<file path="config.mk">
export PLATFORM = sky130hd
export DESIGN_NAME = seg7_scan_driver
export DESIGN_NICKNAME = d
export VERILOG_FILES = /design/src/rtl/seg7_pkg.sv /design/src/rtl/hex_to_seg7.sv /design/src/rtl/seg7_scan_driver.sv
export SDC_FILE = /design/constraint.sdc
export NUM_CORES = 1
export LEC_CHECK = 0
export BUFFER_PORTS_ARGS = -buffer_cell sky130_fd_sc_hd__buf_2
export CAP_MARGIN = 20
export CORE_MARGIN = 10
export CORE_UTILIZATION = 59
export CTS_BUF_LIST = sky130_fd_sc_hd__clkbuf_4
export CTS_CLUSTER_SIZE = 8
export DETAILED_ROUTE_END_ITERATION = 10
export PLACE_DENSITY = 0.82
export SLEW_MARGIN = 10
export SYNTH_ARGS = -nofsm -noshare
export SYNTH_HDL_FRONTEND = slang
export SYNTH_HIERARCHICAL = 1
export SYNTH_SLANG_ARGS = --single-unit
</file>
<file path="constraint.sdc">
create_clock -name clk_100MHz -period 2.83 [get_ports clk_100MHz]
set_clock_uncertainty 0.05 [all_clocks]
set_input_delay 0.1415 -clock clk_100MHz [delete_from_list [all_inputs] [get_ports clk_100MHz]]
set_output_delay 0.1415 -clock clk_100MHz [all_outputs]
set_load 0.1 [all_outputs]
</file>
<file path="src/rtl/seg7_pkg.sv">
// Shared types, digit count and the hex-to-segment lookup for the 8-digit scan driver.
// Segment patterns are stored active-low in {g,f,e,d,c,b,a} order.
package seg7_pkg;

  localparam int DIGITS = 8;
  localparam int NIB_W  = 4;
  localparam int DATA_W = DIGITS * NIB_W;

  typedef logic [NIB_W-1:0] nibble_t;
  typedef logic [6:0]       seg_t;

  localparam seg_t SEG_ALL_OFF_N = 7'h7F;

  localparam seg_t SEG7_LUT [16] = '{
    7'h40, 7'h79, 7'h24, 7'h30, 7'h19, 7'h12, 7'h02, 7'h78,
    7'h00, 7'h10, 7'h08, 7'h03, 7'h46, 7'h21, 7'h06, 7'h0E
  };

  function automatic seg_t seg7_decode(input nibble_t nib);
    return SEG7_LUT[nib];
  endfunction

endpackage

</file>
<file path="src/rtl/hex_to_seg7.sv">
// Combinational nibble-to-segment decoder; output is always the active-low pattern,
// the caller applies board polarity.
module hex_to_seg7
  import seg7_pkg::*;
(
  input  logic [3:0] nibble_i,
  output logic [6:0] seg_n_o
);

  assign seg_n_o = seg7_decode(nibble_i);

endmodule

</file>
<file path="src/rtl/seg7_scan_driver.sv">
// Multiplexed 8-digit hex display driver: per-digit time slots with leading dead time,
// once-per-frame shadow latch of the displayed word, optional leading-zero blanking.
module seg7_scan_driver
  import seg7_pkg::*;
#(
  parameter int SCAN_DIV    = 100000,
  parameter int BLANK_CYC   = 1000,
  parameter bit AN_ACT_LOW  = 1'b1,
  parameter bit SEG_ACT_LOW = 1'b1
) (
  input  logic        clk_100MHz,
  input  logic        rst,
  input  logic        en,
  input  logic [31:0] data,
  input  logic [7:0]  dp_mask,
  input  logic        blank_lz,
  output logic [7:0]  an,
  output logic [6:0]  seg,
  output logic        dp,
  output logic        frame_tick
);

  localparam int CW = (SCAN_DIV > 1) ? $clog2(SCAN_DIV) : 1;
  localparam int DW = $clog2(DIGITS);

  localparam logic [CW-1:0]     SLOT_LAST  = CW'(SCAN_DIV - 1);
  localparam logic [CW-1:0]     BLANK_END  = CW'(BLANK_CYC);
  localparam logic [DW-1:0]     DIGIT_LAST = DW'(DIGITS - 1);
  localparam logic [DIGITS-1:0] AN_OFF     = AN_ACT_LOW ? {DIGITS{1'b1}} : {DIGITS{1'b0}};
  localparam logic [6:0]        SEG_OFF    = SEG_ACT_LOW ? 7'h7F : 7'h00;
  localparam logic              DP_OFF     = SEG_ACT_LOW;

  generate
    if (BLANK_CYC >= SCAN_DIV) begin : g_bad_cfg
      $error("seg7_scan_driver: BLANK_CYC must be smaller than SCAN_DIV");
    end
  endgenerate

  logic [CW-1:0]     slot_cnt_q, slot_cnt_d;
  logic [DW-1:0]     digit_q, digit_d;
  logic              start_q, start_d;
  logic [DATA_W-1:0] shadow_q, shadow_d;
  logic [DIGITS-1:0] dp_shadow_q, dp_shadow_d;
  logic              lz_shadow_q, lz_shadow_d;
  logic [DIGITS-1:0] an_q, an_d;
  logic [6:0]        seg_q, seg_d;
  logic              dp_q, dp_d;
  logic              frame_tick_q, frame_tick_d;

  logic              load_shadow;
  logic [DIGITS-1:0] upper_zero;
  logic              blank_digit;
  logic              lit;
  logic [3:0]        cur_nibble;
  logic [6:0]        dec_seg_n;
  logic [6:0]        seg_n;
  logic              dp_n;
  logic [DIGITS-1:0] digit_onehot;

  // The cycle right after reset release only loads the shadow; counters hold at
  // slot 0 / digit 0 so the first displayed frame already uses the fresh word.
  always_comb begin
    slot_cnt_d  = slot_cnt_q;
    digit_d     = digit_q;
    start_d     = 1'b0;
    load_shadow = start_q;
    if (!start_q) begin
      if (slot_cnt_q == SLOT_LAST) begin
        slot_cnt_d = '0;
        if (digit_q == DIGIT_LAST) begin
          digit_d     = '0;
          load_shadow = 1'b1;
        end else begin
          digit_d = digit_q + DW'(1);
        end
      end else begin
        slot_cnt_d = slot_cnt_q + CW'(1);
      end
    end
  end

  always_comb begin
    shadow_d    = shadow_q;
    dp_shadow_d = dp_shadow_q;
    lz_shadow_d = lz_shadow_q;
    if (load_shadow) begin
      shadow_d    = data;
      dp_shadow_d = dp_mask;
      lz_shadow_d = blank_lz;
    end
  end

  genvar gi;
  generate
    for (gi = 0; gi < DIGITS; gi++) begin : g_lz
      assign upper_zero[gi] = (shadow_q[DATA_W-1:NIB_W*gi] == '0);
    end
  endgenerate

  assign blank_digit  = lz_shadow_q && (digit_q != '0) && upper_zero[digit_q];
  assign cur_nibble   = shadow_q[{digit_q, 2'b00} +: NIB_W];
  assign digit_onehot = DIGITS'(1) << digit_q;

  hex_to_seg7 u_dec (
    .nibble_i (cur_nibble),
    .seg_n_o  (dec_seg_n)
  );

  always_comb begin
    seg_n        = blank_digit ? SEG_ALL_OFF_N : dec_seg_n;
    dp_n         = ~dp_shadow_q[digit_q];
    lit          = en && (slot_cnt_q >= BLANK_END) && !blank_digit;
    an_d         = lit ? (AN_ACT_LOW ? ~digit_onehot : digit_onehot) : AN_OFF;
    seg_d        = SEG_ACT_LOW ? seg_n : ~seg_n;
    dp_d         = SEG_ACT_LOW ? dp_n : ~dp_n;
    frame_tick_d = !start_q && (slot_cnt_q == '0) && (digit_q == '0);
    if (start_q) begin
      an_d  = AN_OFF;
      seg_d = SEG_OFF;
      dp_d  = DP_OFF;
    end
  end

  always_ff @(posedge clk_100MHz or negedge rst) begin
    if (!rst) begin
      slot_cnt_q   <= '0;
      digit_q      <= '0;
      start_q      <= 1'b1;
      shadow_q     <= '0;
      dp_shadow_q  <= '0;
      lz_shadow_q  <= 1'b0;
      an_q         <= AN_OFF;
      seg_q        <= SEG_OFF;
      dp_q         <= DP_OFF;
      frame_tick_q <= 1'b0;
    end else begin
      slot_cnt_q   <= slot_cnt_d;
      digit_q      <= digit_d;
      start_q      <= start_d;
      shadow_q     <= shadow_d;
      dp_shadow_q  <= dp_shadow_d;
      lz_shadow_q  <= lz_shadow_d;
      an_q         <= an_d;
      seg_q        <= seg_d;
      dp_q         <= dp_d;
      frame_tick_q <= frame_tick_d;
    end
  end

  assign an         = an_q;
  assign seg        = seg_q;
  assign dp         = dp_q;
  assign frame_tick = frame_tick_q;

endmodule

</file>
# == Yosys cells after proc, flatten, opt, wreduce, memory -nomap -nowiden ==
# Memories as Yosys holds them, arrays and structs flattened.
# Cells that the tools add are included.
# totals
reg_bits,79
latchBits,0
ram_bits,0
romBits,112
in_bits,44
output_inout_bits,17
elab_cells,60
memories,1
# memory_table
memory,words,word_bits,read_ports,rd_clocked_by_memory_dff,wr,line_no,rtl
(no name shown),16,7,1,0,0,seg7_pkg.sv:20,return SEG7_LUT[nib];
# classes
n_addsub,2
multipliers,0
n_div,0
magnitude_cmp,3
eq_ne,2
shifts,2
n_mux,16
bitwise,4
n_reduce_logical,20
# ops
op,count
zero test 32 bit,1
variable part select 32 x 6 -> 4 bit,1
zero test 28 bit,1
2-to-1 mux 7 bit,4
zero test 24 bit,1
zero test 20 bit,1
"adder 17 x 1 -> 17 bit, second input constant",1
"== test 17 bit, second input constant",1
"greater-or-equal comparator 17 x 10 -> 1 bit, second input constant",1
zero test 17 bit,1
2-to-1 mux 17 bit,1
zero test 16 bit,1
2-to-1 mux 8 bit,2
zero test 12 bit,1
zero test 8 bit,1
NOT 8 bit,1
"left shift 1 x 3 -> 8 bit, first input constant",1
binary-select mux 1 bit (select 3 bit),2
logical AND 1 bit,6
2-to-1 mux 1 bit,6
"greater-or-equal comparator 5 bit, second input constant",1
NOT 4 -> 5 bit,1
zero test 4 bit,1
"< comparator 3 x 4 -> 1 bit, second input constant",1
8 further kinds,10

# == Logic depth before layout (Yosys ltp) ==
# Gate-level depths: netlist (run 1).
# depth
ltp_word,8
depth_mapped,10

# == Hierarchy ==
# The synthesis (run 1) kept the hierarchy.
# modules_own_cells
mod,instances,cells_each,area_each_um2,seq_area_each_um2
seg7_scan_driver,1,285,3713.6,1998.2
hex_to_seg7,1,32,275.3,0.0

# == Worst setup path before layout (run 1) ==
# OpenSTA, ideal clock, no wires.
# synth_timing
path_type,register to register
from,register digit_q[0]
to,"register seg_q[0], in the netlist seg[0]"
setup_ps,65
arrival_time_ps,2471
required_time_ps,2715
path_slack_ps,244
stages_incl_launch_ff,11
synth_period_minus_slack_ps,2586
path_cell_list,dfrtp_1 buf_2 mux4_2 nand2_1 nand2_1 inv_1 ha_1 and2b_2 or3b_1 o21ai_0 nand2b_1
# synth_via
elab_chain_cells,7
elab_cells_between_ends,12
cone_classes,shift (1); mux (6); bitwise (1); reduce/logical (3); memory (1)
# synth_rtl
element,line_no,rtl
start: declaration,seg7_scan_driver.sv:40,"logic [DW-1:0] digit_q, digit_d;"
start signal: assignment,seg7_scan_driver.sv:138,digit_q <= digit_d;
variable part select 32 x 6 -> 4 bit,seg7_scan_driver.sv:101,"assign cur_nibble = shadow_q[{digit_q, 2'b00} +: NIB_W];"
via cur_nibble[1],seg7_scan_driver.sv:54,logic [3:0] cur_nibble;
NOT 4 -> 5 bit (implied by the code),seg7_pkg.sv:20,
memory (16 x 7 bit),-,
2-to-1 mux 7 bit (implied by the code) (2 in series),seg7_pkg.sv:20,
via dec_seg_n[0],seg7_scan_driver.sv:55,logic [6:0] dec_seg_n;
2-to-1 mux 7 bit,seg7_scan_driver.sv:110,seg_n = blank_digit ? SEG_ALL_OFF_N : dec_seg_n;
2-to-1 mux 7 bit,seg7_scan_driver.sv:117,if (start_q) begin
via seg_d[0],seg7_scan_driver.sv:46,"logic [6:0] seg_q, seg_d;"
end signal: assignment,seg7_scan_driver.sv:144,seg_q <= seg_d;
end: declaration,seg7_scan_driver.sv:46,
# The timed path passes the listed nets, and every way through them passes these cells. The select of a mux whose other input is x is not followed.
# A chain may end at the register's enable or synchronous reset.

# == Worst setup path after layout (run 1) ==
# layout_timing
from,register digit_q[1]
to,"register seg_q[0], in the netlist seg[0]"
# The elaborated chain is that of the path after synthesis.

==> flow_metrics.tcl, run 1 <==
set metrics [dict create \
    crit_end "seg[0]" \
    power_density_mw_per_mm2 563.3 \
    synthSimpleGateAreaFrac_pct 14.40 \
    endpoint_kind "flop" \
    dp_cells 450 \
    routed_wl_um 10580 \
    p_clk_share_pct 30.8 \
    cp_slowest_stage_delay_ps 720 \
    die_area_mm2 0.01045 \
    ys_ff_latch 79 \
    vdd_ir_drop_max_uv 376.4 \
    fmax_mhz 377.7 \
    synthAdderAreaFrac_pct 4.705 \
    sw_frac_of_total_pct 30.38 \
    dpl.hpwl_um 6223 \
    grt-ovfl-total 0 \
    r2r-end "seg[0]" \
    htree_levels 3 \
    num_rows 29 \
    cts_tree "yes" \
    timing.rr.start "digit_q[1]" \
    fin_nets 485 \
    cp.depth 9 \
    fin_crit_ps 2648 \
    fill_cells 382 \
    diodes 0 \
    grt_start_max_net_pins 37 \
    path_common_cell "nand2_1" \
    area_growth_pct 24.72 \
    first_pass_iters 7 \
    place.port_buffers 60 \
    arrival_ps 2960 \
    drt_iter0_drc 224 \
    tightest_slew_ps 711.9 \
    vias_per_cell 5.965 \
    crit_fanout 14 \
    critPathLaunch "digit_q[1]" \
    startpoint_type "flop" \
    setup_viol 0 \
    core-area_mm2 0.006459 \
    power_frac_seq_pct 49.5 \
    fin_cells 508 \
    post_drt_wl_per_cell_um 20.83 \
    clk_pin_slew_ps 120 \
    cts.path.max_buffers 2 \
    die_h_um 102.2 \
    clk_latency_ps 440 \
    rr_worst_depth 9 \
    antenna_left 0 \
    cts_root_buf "clkbuf_4" \
    grt_pass1_vias 3287 \
    ys_seq_area_share_pct 50.09 \
    syn_inst 317 \
    syn_area_mm2 0.003989 \
    hold_class "in -> reg" \
    crit_chain "mux4_2, nand2_1, nand2_1, inv_1, ha_1, and2b_2, or3b_1, o21ai_0, nand2b_1" \
    grt_pass1_wl_um 17060 \
    rsz0062_at_grt "no" \
    start_util_pct 61.76 \
    synthMuxAreaShare_pct 20.80 \
    placed_area_mm2 0.004367 \
    critPathBufInv 1 \
    synth_nets 376 \
    grtUsageTotal_pct 21.10 \
    ys_warn_count 6 \
    syn_avg_cell_area_um2 12.58 \
    die_w_um 102.2 \
    setup_slack_ps 182.1 \
    p_switching_uw 851.3 \
    critical-path-slowest-cell "dfrtp_1" \
    status "complete, no violations" \
    synth-compound-area-share_pct 3.701 \
    cts-buffers-inserted 9 \
    num_vias 3030 \
    drv_cap 0 \
    worst-r2r-setup-slack_ps 180 \
    p_int_uw 1951 \
    synth_top_family_by_area "multiplexers" \
    io-pin-count 61 \
    antenna_found_initial 0 \
    synth-xor-area-share_pct 3.074 \
    clock-sinks 79 \
    gp_congestion 0.9273 \
    pwr-share-comb_pct 19.7 \
    synth_cell_type_count 47 \
    drc 0 \
    final-max-slew-violation-count 0 \
    dp_slack_ps 199.6 \
    period_share_pct 93.56 \
    drive_above_1_share_pct 37.59 \
    slew_headroom_pct 52.54 \
    final_area_mm2 0.004975 \
    setup_tns_ps 0 \
    setup.worst_path.class "reg -> reg" \
    leakagePower_uw 0.002232 \
    cp_top_family "simple AND/OR/NAND/NOR gates" \
    hold_violations 0 \
    cp_data_required_time_ps 3140 \
]
-- state kept, by name, indices dropped and copies added (netlist names) --
signal       flops
dp               1
an               8
shadow_q        32
digit_q          3
seg              7
lz_shadow_q      1
start_q          1
dp_shadow_q      8
frame_tick       1
slot_cnt_q      17
-- per-layer routing --
layer | part of all wire (%) | wire, um | track usage (%) | up-vias
met2 | 49 | 5222 | 35.16 | 140
li1 | - | - | - | 1348
met3 | 7.8 | 828 | 5.870 | 37
met5 | 0 | 0 | 0 | -
met4 | 3.8 | 407 | 10.30 | 0
met1 | 39 | 4123 | 24.63 | 1505
-- worst min-delay path by stage --
stage	start	slack, ps	end	depth (start not counted)
2_1_floorplan	rst	-200	digit_q[0]	0
3_3_place_gp	rst	170	dp_shadow_q[6]	1
3_5_place_dp	rst	180	dp_shadow_q[5]	1
4_1_cts	en	50	an[0]	3
5_1_grt	en	70	an[1]	3
6_report	en	60	an[0]	3
-- worst reg2reg max path: stages, from the launching register on --
cell	delay, ps
dfrtp_1	720
mux4_2	430
nand2_1	100
nand2_1	130
inv_1	170
ha_1	210
and2b_2	230
or3b_1	360
o21ai_0	60
nand2b_1	120
-- Yosys cell counts, drive strengths merged --
library cell	count	area share [%]
or4	1	0.28
a31oi	1	0.31
nor2	17	1.6
nand2	33	3.1
o21ai	6	0.75
a21o	1	0.19
dfrtp	62	39
o22ai	2	0.31
buf	10	2.0
xnor2	9	2.0
mux4	11	6.3
o41ai	1	0.22
a32o	1	0.25
mux2	42	13
a22o	2	0.44
and4	1	0.22
nor4	13	2.4
o21a	1	0.19
or3b	1	0.22
xor2	5	1.1
clkbuf	1	0.094
and3	3	0.60
a21oi	6	1.0
and2b	1	0.22
nand3	9	1.1
inv	10	0.94
clkinv	1	0.094
nand3b	5	1.3
dfstp	17	11
nand2b	8	1.3
nor4b	1	0.22
or2	1	0.16
nand4	5	0.78
ha	15	4.7
nand4b	1	0.22
or3	1	0.16
conb	1	0.094
nor3	5	0.63
mux2i	6	1.5
-- stage by stage --
stage | util [%] | hold slack, ps | total power, uW
floorplan | - | -204.1 | 1739
global placement | 67.61 | 167.0 | 1855
detailed placement | 67.61 | 183.1 | 1880
CTS | 77.01 | 45.31 | 2775
global route | 77.02 | 72.67 | 2916
finish | 77.02 | 56.09 | 2803
-- cells in the final DEF (no fill, tap or decap), types with 2 or more instances in the layout --
cell type / n
a21oi_1: 5
a22o_1: 2
and3_1: 2
buf_2: 60
buf_4: 6
bufinv_16: 3
clkbuf_4: 9
clkinvlp_4: 2
dfrtp_1: 61
dfstp_2: 17
dlygate4sd3_1: 42
ha_1: 15
inv_1: 10
mux2_2: 30
mux2_4: 12
mux2i_1: 6
mux4_2: 10
nand2_1: 33
nand2b_1: 8
nand3_1: 9
nand3b_1: 4
nand4_1: 5
nor2_1: 17
nor3_1: 5
nor4_1: 11
nor4_2: 2
o21ai_0: 6
o22ai_1: 2
xnor2_1: 9
xor2_1: 5
-- timing repair --
item | CTS | global route
gates resized for setup | 0 | 1
hold buffers | 42 | 0
endpoints found under the setup margin | 0 | 1
buffers inserted | 0 | 0
hold endpoints to repair | 70 | 0
-- layout make-up --
cell class | instances | area, um2 | area share, %
flip-flops and latches | 79 | 1999 | 40.19
multi-input cells | 216 | 1866 | 37.50
repair buffers | 109 | 785.8 | 15.79
clock inverters | 7 | 118.9 | 2.389
well taps | 77 | 96.34 | 1.937
clock buffers | 9 | 67.56 | 1.358
inverters | 11 | 41.29 | 0.8300
-- power groups by stage --
stage / registers (uW) / clock network, uW / logic [uW]
2_1_floorplan: 1450 / 0 / 286
3_3_place_gp: 1380 / 0 / 475
3_5_place_dp: 1390 / 0 / 494
4_1_cts: 1370 / 865 / 541
5_1_grt: 1390 / 923 / 598
6_report: 1390 / 864 / 552
-- cells by family (layout without fill, tap and decap cells) --
family / Yosys count / count (layout)
AOI/OAI and AO/OA: 21 / 21
xor gates and xnor gates: 14 / 14
adders and majority gates: 15 / 15
buffers and inverters: 22 / 136
DFF: 79 / 79
muxes: 59 / 59
other: 1 / 1
and+or+nand+nor: 106 / 106
Note: power is estimated with default switching activity, not from simulation.
==> run 2: changes to the inputs <==
==> constraint.sdc (replaced) <==
create_clock -name clk_100MHz -period 2.83 [get_ports clk_100MHz]
set_clock_uncertainty 0.05 [all_clocks]
set_input_delay 0.283 -clock clk_100MHz [delete_from_list [all_inputs] [get_ports clk_100MHz]]
set_output_delay 0.283 -clock clk_100MHz [all_outputs]
set_load 0.1 [all_outputs]
==> run 2 against run 1 <==
  * Total power is 2.2% lower
  * Critical path depth stayed put
  * First-iteration DRC count is 56% lower
==> flow_metrics.tcl, run 2 (synthesized netlist as in run 1, its figures left out) <==
set metrics [dict create \
    grt_pass1_vias 2890 \
    area_growth_pct 18.76 \
    htree_levels 3 \
    crit_fanout 16 \
    placed_area_mm2 0.004352 \
    reg_top3 "shadow_q x32, slot_cnt_q x17" \
    final-max-slew-violation-count 0 \
    fin_crit_ps 2594 \
    power_density_mw_per_mm2 578.6 \
    final_cell_mix "61 x dfrtp_1, 60 x buf_2, 33 x nand2_1" \
    die_h_um 102.2 \
    setup_viol 0 \
    p_int_uw 1940 \
    postCtsSetupBuffers 0 \
    setup_tns_ps 0 \
    clk_pin_slew_ps 150 \
    antenna_found_initial 0 \
    die_w_um 102.2 \
    worst-r2r-setup-slack_ps 240 \
    drc 0 \
    crit_end "seg[0]" \
    endpoint_kind "flop" \
    grt_pass1_wl_um 14350 \
    hold_class "in -> async" \
    p_clk_share_pct 31.4 \
    status "complete, no violations" \
    place.port_buffers 60 \
    start_util_pct 61.76 \
    fill_cells 437 \
    first_pass_iters 4 \
    sw_frac_of_total_pct 29.22 \
    grt_start_max_net_pins 80 \
    slew_headroom_pct 36.80 \
    vdd_ir_drop_max_uv 590.4 \
    regMostFlops "shadow_q" \
    core-area_mm2 0.006459 \
    io-pin-count 61 \
    r2r-end "seg[0]" \
    leakagePower_uw 0.002139 \
    tightest_slew_ps 948.0 \
    drt_iter0_drc 98 \
    period_share_pct 91.66 \
    cp_data_required_time_ps 3150 \
    cts.path.max_buffers 2 \
    cts_tree "yes" \
    clock-sinks 79 \
    num_vias 2732 \
    drv_cap 0 \
    die_area_mm2 0.01045 \
    dpl.hpwl_um 5960 \
    critPathLaunch "digit_q[1]" \
    grtUsageTotal_pct 17.21 \
    setup.worst_path.class "reg -> reg" \
    post_drt_wl_per_cell_um 17.20 \
    startpoint_type "flop" \
    arrival_ps 2910 \
    hold_violations 0 \
    drive_above_1_share_pct 39.31 \
    antenna_left 0 \
    diodes 0 \
    routed_wl_um 8326 \
    p_switching_uw 800.7 \
    clk_latency_ps 450 \
    grt-ovfl-total 0 \
    timing.rr.start "digit_q[1]" \
    layout_commonest_cell "dfrtp_1" \
    vias_per_cell 5.645 \
    seqCellArea_mm2 0.001999 \
    fmax_mhz 385.5 \
    multi_input_area_mm2 0.001866 \
    cts_root_buf "clkbuf_4" \
    largest_reg_flops 32 \
    num_rows 29 \
    rsz0062_at_grt "no" \
    final_area_mm2 0.004737 \
    pwr-share-comb_pct 18.6 \
    gp_congestion 0.8944 \
    fin_hold_ws_ps 4.296 \
    cts-buffers-inserted 9 \
    fin_nets 461 \
    power_frac_seq_pct 50.0 \
    rr_worst_depth 9 \
    utilization_pct 73.34 \
]
## run 2: worst max-delay path: stages, from the launching register on
cell,delay [ps]
dfrtp_1,720
mux4_2,400
nand2_1,80
nand2_1,120
inv_1,170
ha_1,220
and2b_2,230
or3b_1,360
o21ai_0,60
nand2b_1,120
## run 2: per-stage QoR
step           setup slack, ps  cells  total power (uW)
2_1_floorplan            243.8    317              1739
3_3_place_gp             319.0    448              1857
3_5_place_dp             188.2    448              1876
4_1_cts                  163.1    483              2744
5_1_grt                  48.81    484              2871
6_report                 236.1    484              2741
## run 2: worst min path at each step
stage                              start              to  slack [ps]  cells after the start
after global placement    slot_cnt_q[12]  slot_cnt_q[12]         430                      1
after detailed placement  slot_cnt_q[12]  slot_cnt_q[12]         440                      1
after floorplan                      rst      digit_q[0]         -60                      0
after global routing          dp_mask[1]  dp_shadow_q[1]           1                      2
after CTS                     dp_mask[1]  dp_shadow_q[1]           1                      2
final                                rst    shadow_q[13]           4                      2
## run 2: final cells by class
type,instances,share of cell area (%)
timing repair buffer,85,11.62
inverter,11,0.8716
clock inverter,6,2.298
multi-input combinational,216,39.38
sequential,79,42.21
tap,77,2.034
clock buffer,10,1.585
## run 2: metal layers
layer / global-route usage (%) / part of all wire [%] / vias up
met5: 0 / 0 / -
met4: 6.833 / 1.6 / 0
met3: 5.668 / 7.7 / 12
met2: 26.27 / 45 / 91
met1: 22.22 / 45 / 1332
li1: - / - / 1297
## run 2: power groups by stage
stage                     clock, uW  combinational [uW]  sequential (uW)
after floorplan                   0                 286             1450
after global placement            0                 476             1380
after detailed placement          0                 489             1390
after CTS                       869                 510             1370
after global routing            921                 564             1390
final                           860                 510             1370
## run 2: timing repair
| item | in CTS | in global routing |
|---|---|---|
| hold buffers | 19 | 1 |
| gates resized for setup | 0 | 1 |
| endpoints found under the setup margin | 0 | 1 |
| hold endpoints to repair | 19 | 1 |
==> run 3: changes to the inputs <==
Settings changed: CORE_UTILIZATION 59 to 48, PLACE_DENSITY 0.82 to 0.69.
==> run 3 against run 2 <==
  * Critical path depth did not move
  * Clock power shrank 34%
  * Register-to-register slack hardly changed
  * Count of clock-buffer cells in the layout increased by 1
  * Setup slack worse by 13 ps
  * Routed wire length is 3.5% lower
  * Total power fell by 12%
  * Sequential cell count unchanged
  * Critical endpoint unchanged
==> flow_metrics.tcl, run 3 (synthesized netlist as in run 1, its figures left out) <==
set metrics [dict create \
    final_cell_mix "61 x dfrtp_1, 59 x buf_2, 33 x nand2_1" \
    dp_slack_ps 103.4 \
    drt_iter0_drc 103 \
    drv_cap 0 \
    fill_cells 716 \
    gp_congestion 0.8239 \
    area_growth_pct 13.64 \
    fin_crit_ps 2607 \
    fmax_mhz 383.6 \
    num_rows 33 \
    vdd_ir_drop_max_uv 220.2 \
    drive_above_1_share_pct 40.92 \
    io-pin-count 61 \
    cts_root_buf "clkbuf_4" \
    grt-ovfl-total 0 \
    reg_top3 "shadow_q x32, slot_cnt_q x17" \
    start_util_pct 49.04 \
    cts-buffers-inserted 9 \
    multi_input_area_mm2 0.001866 \
    hold_class "in -> reg" \
    utilization_pct 55.73 \
    tightest_slew_ps 952.6 \
    clk_latency_ps 430 \
    core-area_mm2 0.008134 \
    diodes 0 \
    startpoint_type "flop" \
    post_drt_wl_per_cell_um 16.20 \
    regMostFlops "shadow_q" \
    largest_reg_flops 32 \
    final_area_mm2 0.004533 \
    htree_levels 3 \
    num_vias 2652 \
    placed_area_mm2 0.004404 \
    layout_commonest_cell "dfrtp_1" \
    fin_nets 445 \
    slew_headroom_pct 36.49 \
    dpl.hpwl_um 6050 \
    first_pass_iters 4 \
    die_w_um 111.2 \
    drc 0 \
    power_density_mw_per_mm2 534.7 \
    clock-sinks 79 \
    grt_pass1_wl_um 13740 \
    final-max-slew-violation-count 0 \
    status "complete, no violations" \
    vias_per_cell 5.347 \
    setup_tns_ps 0 \
    seqCellArea_mm2 0.001999 \
    place.port_buffers 60 \
    hold_violations 0 \
    clk_pin_slew_ps 120 \
    crit_fanout 11 \
    die_area_mm2 0.01236 \
    rsz0062_at_grt "no" \
    antenna_left 0 \
    grtUsageTotal_pct 13.26 \
    endpoint_kind "flop" \
    routed_wl_um 8034 \
    grt_start_max_net_pins 80 \
    leakagePower_uw 0.002035 \
    antenna_found_initial 0 \
    cts.path.max_buffers 2 \
    die_h_um 111.2 \
    period_share_pct 92.13 \
    cp_data_required_time_ps 3140 \
    setup.worst_path.class "reg -> reg" \
    setup_slack_ps 222.8 \
    grt_pass1_vias 2766 \
    setup_viol 0 \
    arrival_ps 2920 \
    cts_tree "yes" \
]
-- run 3: changes by cell type in the layout (fill, tap and decap cells not counted), sizes merged --
cell / before / now
dlygate4sd3: 20 / 2
bufinv: 3 / 0
buf: 65 / 67
clkinv: 3 / 5
clkbuf: 10 / 11
clkinvlp: 0 / 1
inv: 11 / 10
-- run 3: report_power, final --
group,internal (uW),switching [uW],total [uW]
Sequential,1250,113,1360
Combinational,216,276,492
Clock,192,376,569
-- run 3: layout make-up --
cell class,instances,share of cell area (%)
inverter,11,0.9108
timing repair buffer,69,8.556
multi-input combinational,216,41.15
clock buffer,11,1.822
clock inverter,5,0.5520
sequential,79,44.11
tap,105,2.898
-- run 3: path summary, 6_finish.rpt --
kind,from,to,slack [ps],cells past startpoint
worst max-delay path,digit_q[0],seg[0],220,9
max in group asynchronous,rst,digit_q[0],1580,2
worst min register to register,slot_cnt_q[14],slot_cnt_q[14],460,1
worst max register to register,digit_q[0],seg[0],220,9
worst min-delay path,data[11],shadow_q[11],30,2
min in group asynchronous,rst,dp_shadow_q[5],490,2
-- run 3: critical path, stage by stage (launching register included) --
cell and delay [ps]:
dfrtp_2 560, mux4_2 550, nand2_1 80, nand2_1 130, inv_1 180, ha_1 210
and2b_2 230, or3b_1 360, o21ai_0 60, nand2b_1 110
-- run 3: per-layer routing --
layer  vias to the layer above  routed length [um]  GRT usage, %
li1                       1271                   -             -
met5                         -                   0             0
met2                        72                3575         19.03
met3                         8                 497         4.329
met4                         0                 110         5.398
met1                      1301                3850         17.89
-- run 3: stage by stage --
stage                     power (uW)  hold WS, ps  cells
after global routing            2558       0.3323    496
after detailed placement        1876        435.2    478
after global placement          1859        434.0    478
final                           2424        26.08    496
after CTS                       2450        3.410    495
after floorplan                 1739       -62.59    317
-- run 3: timing repair --
action	in CTS	in global routing
buffers inserted	0	0
hold buffers	1	1
endpoints found under the setup margin	0	2
hold endpoints to repair	62	1
resized for setup	0	1
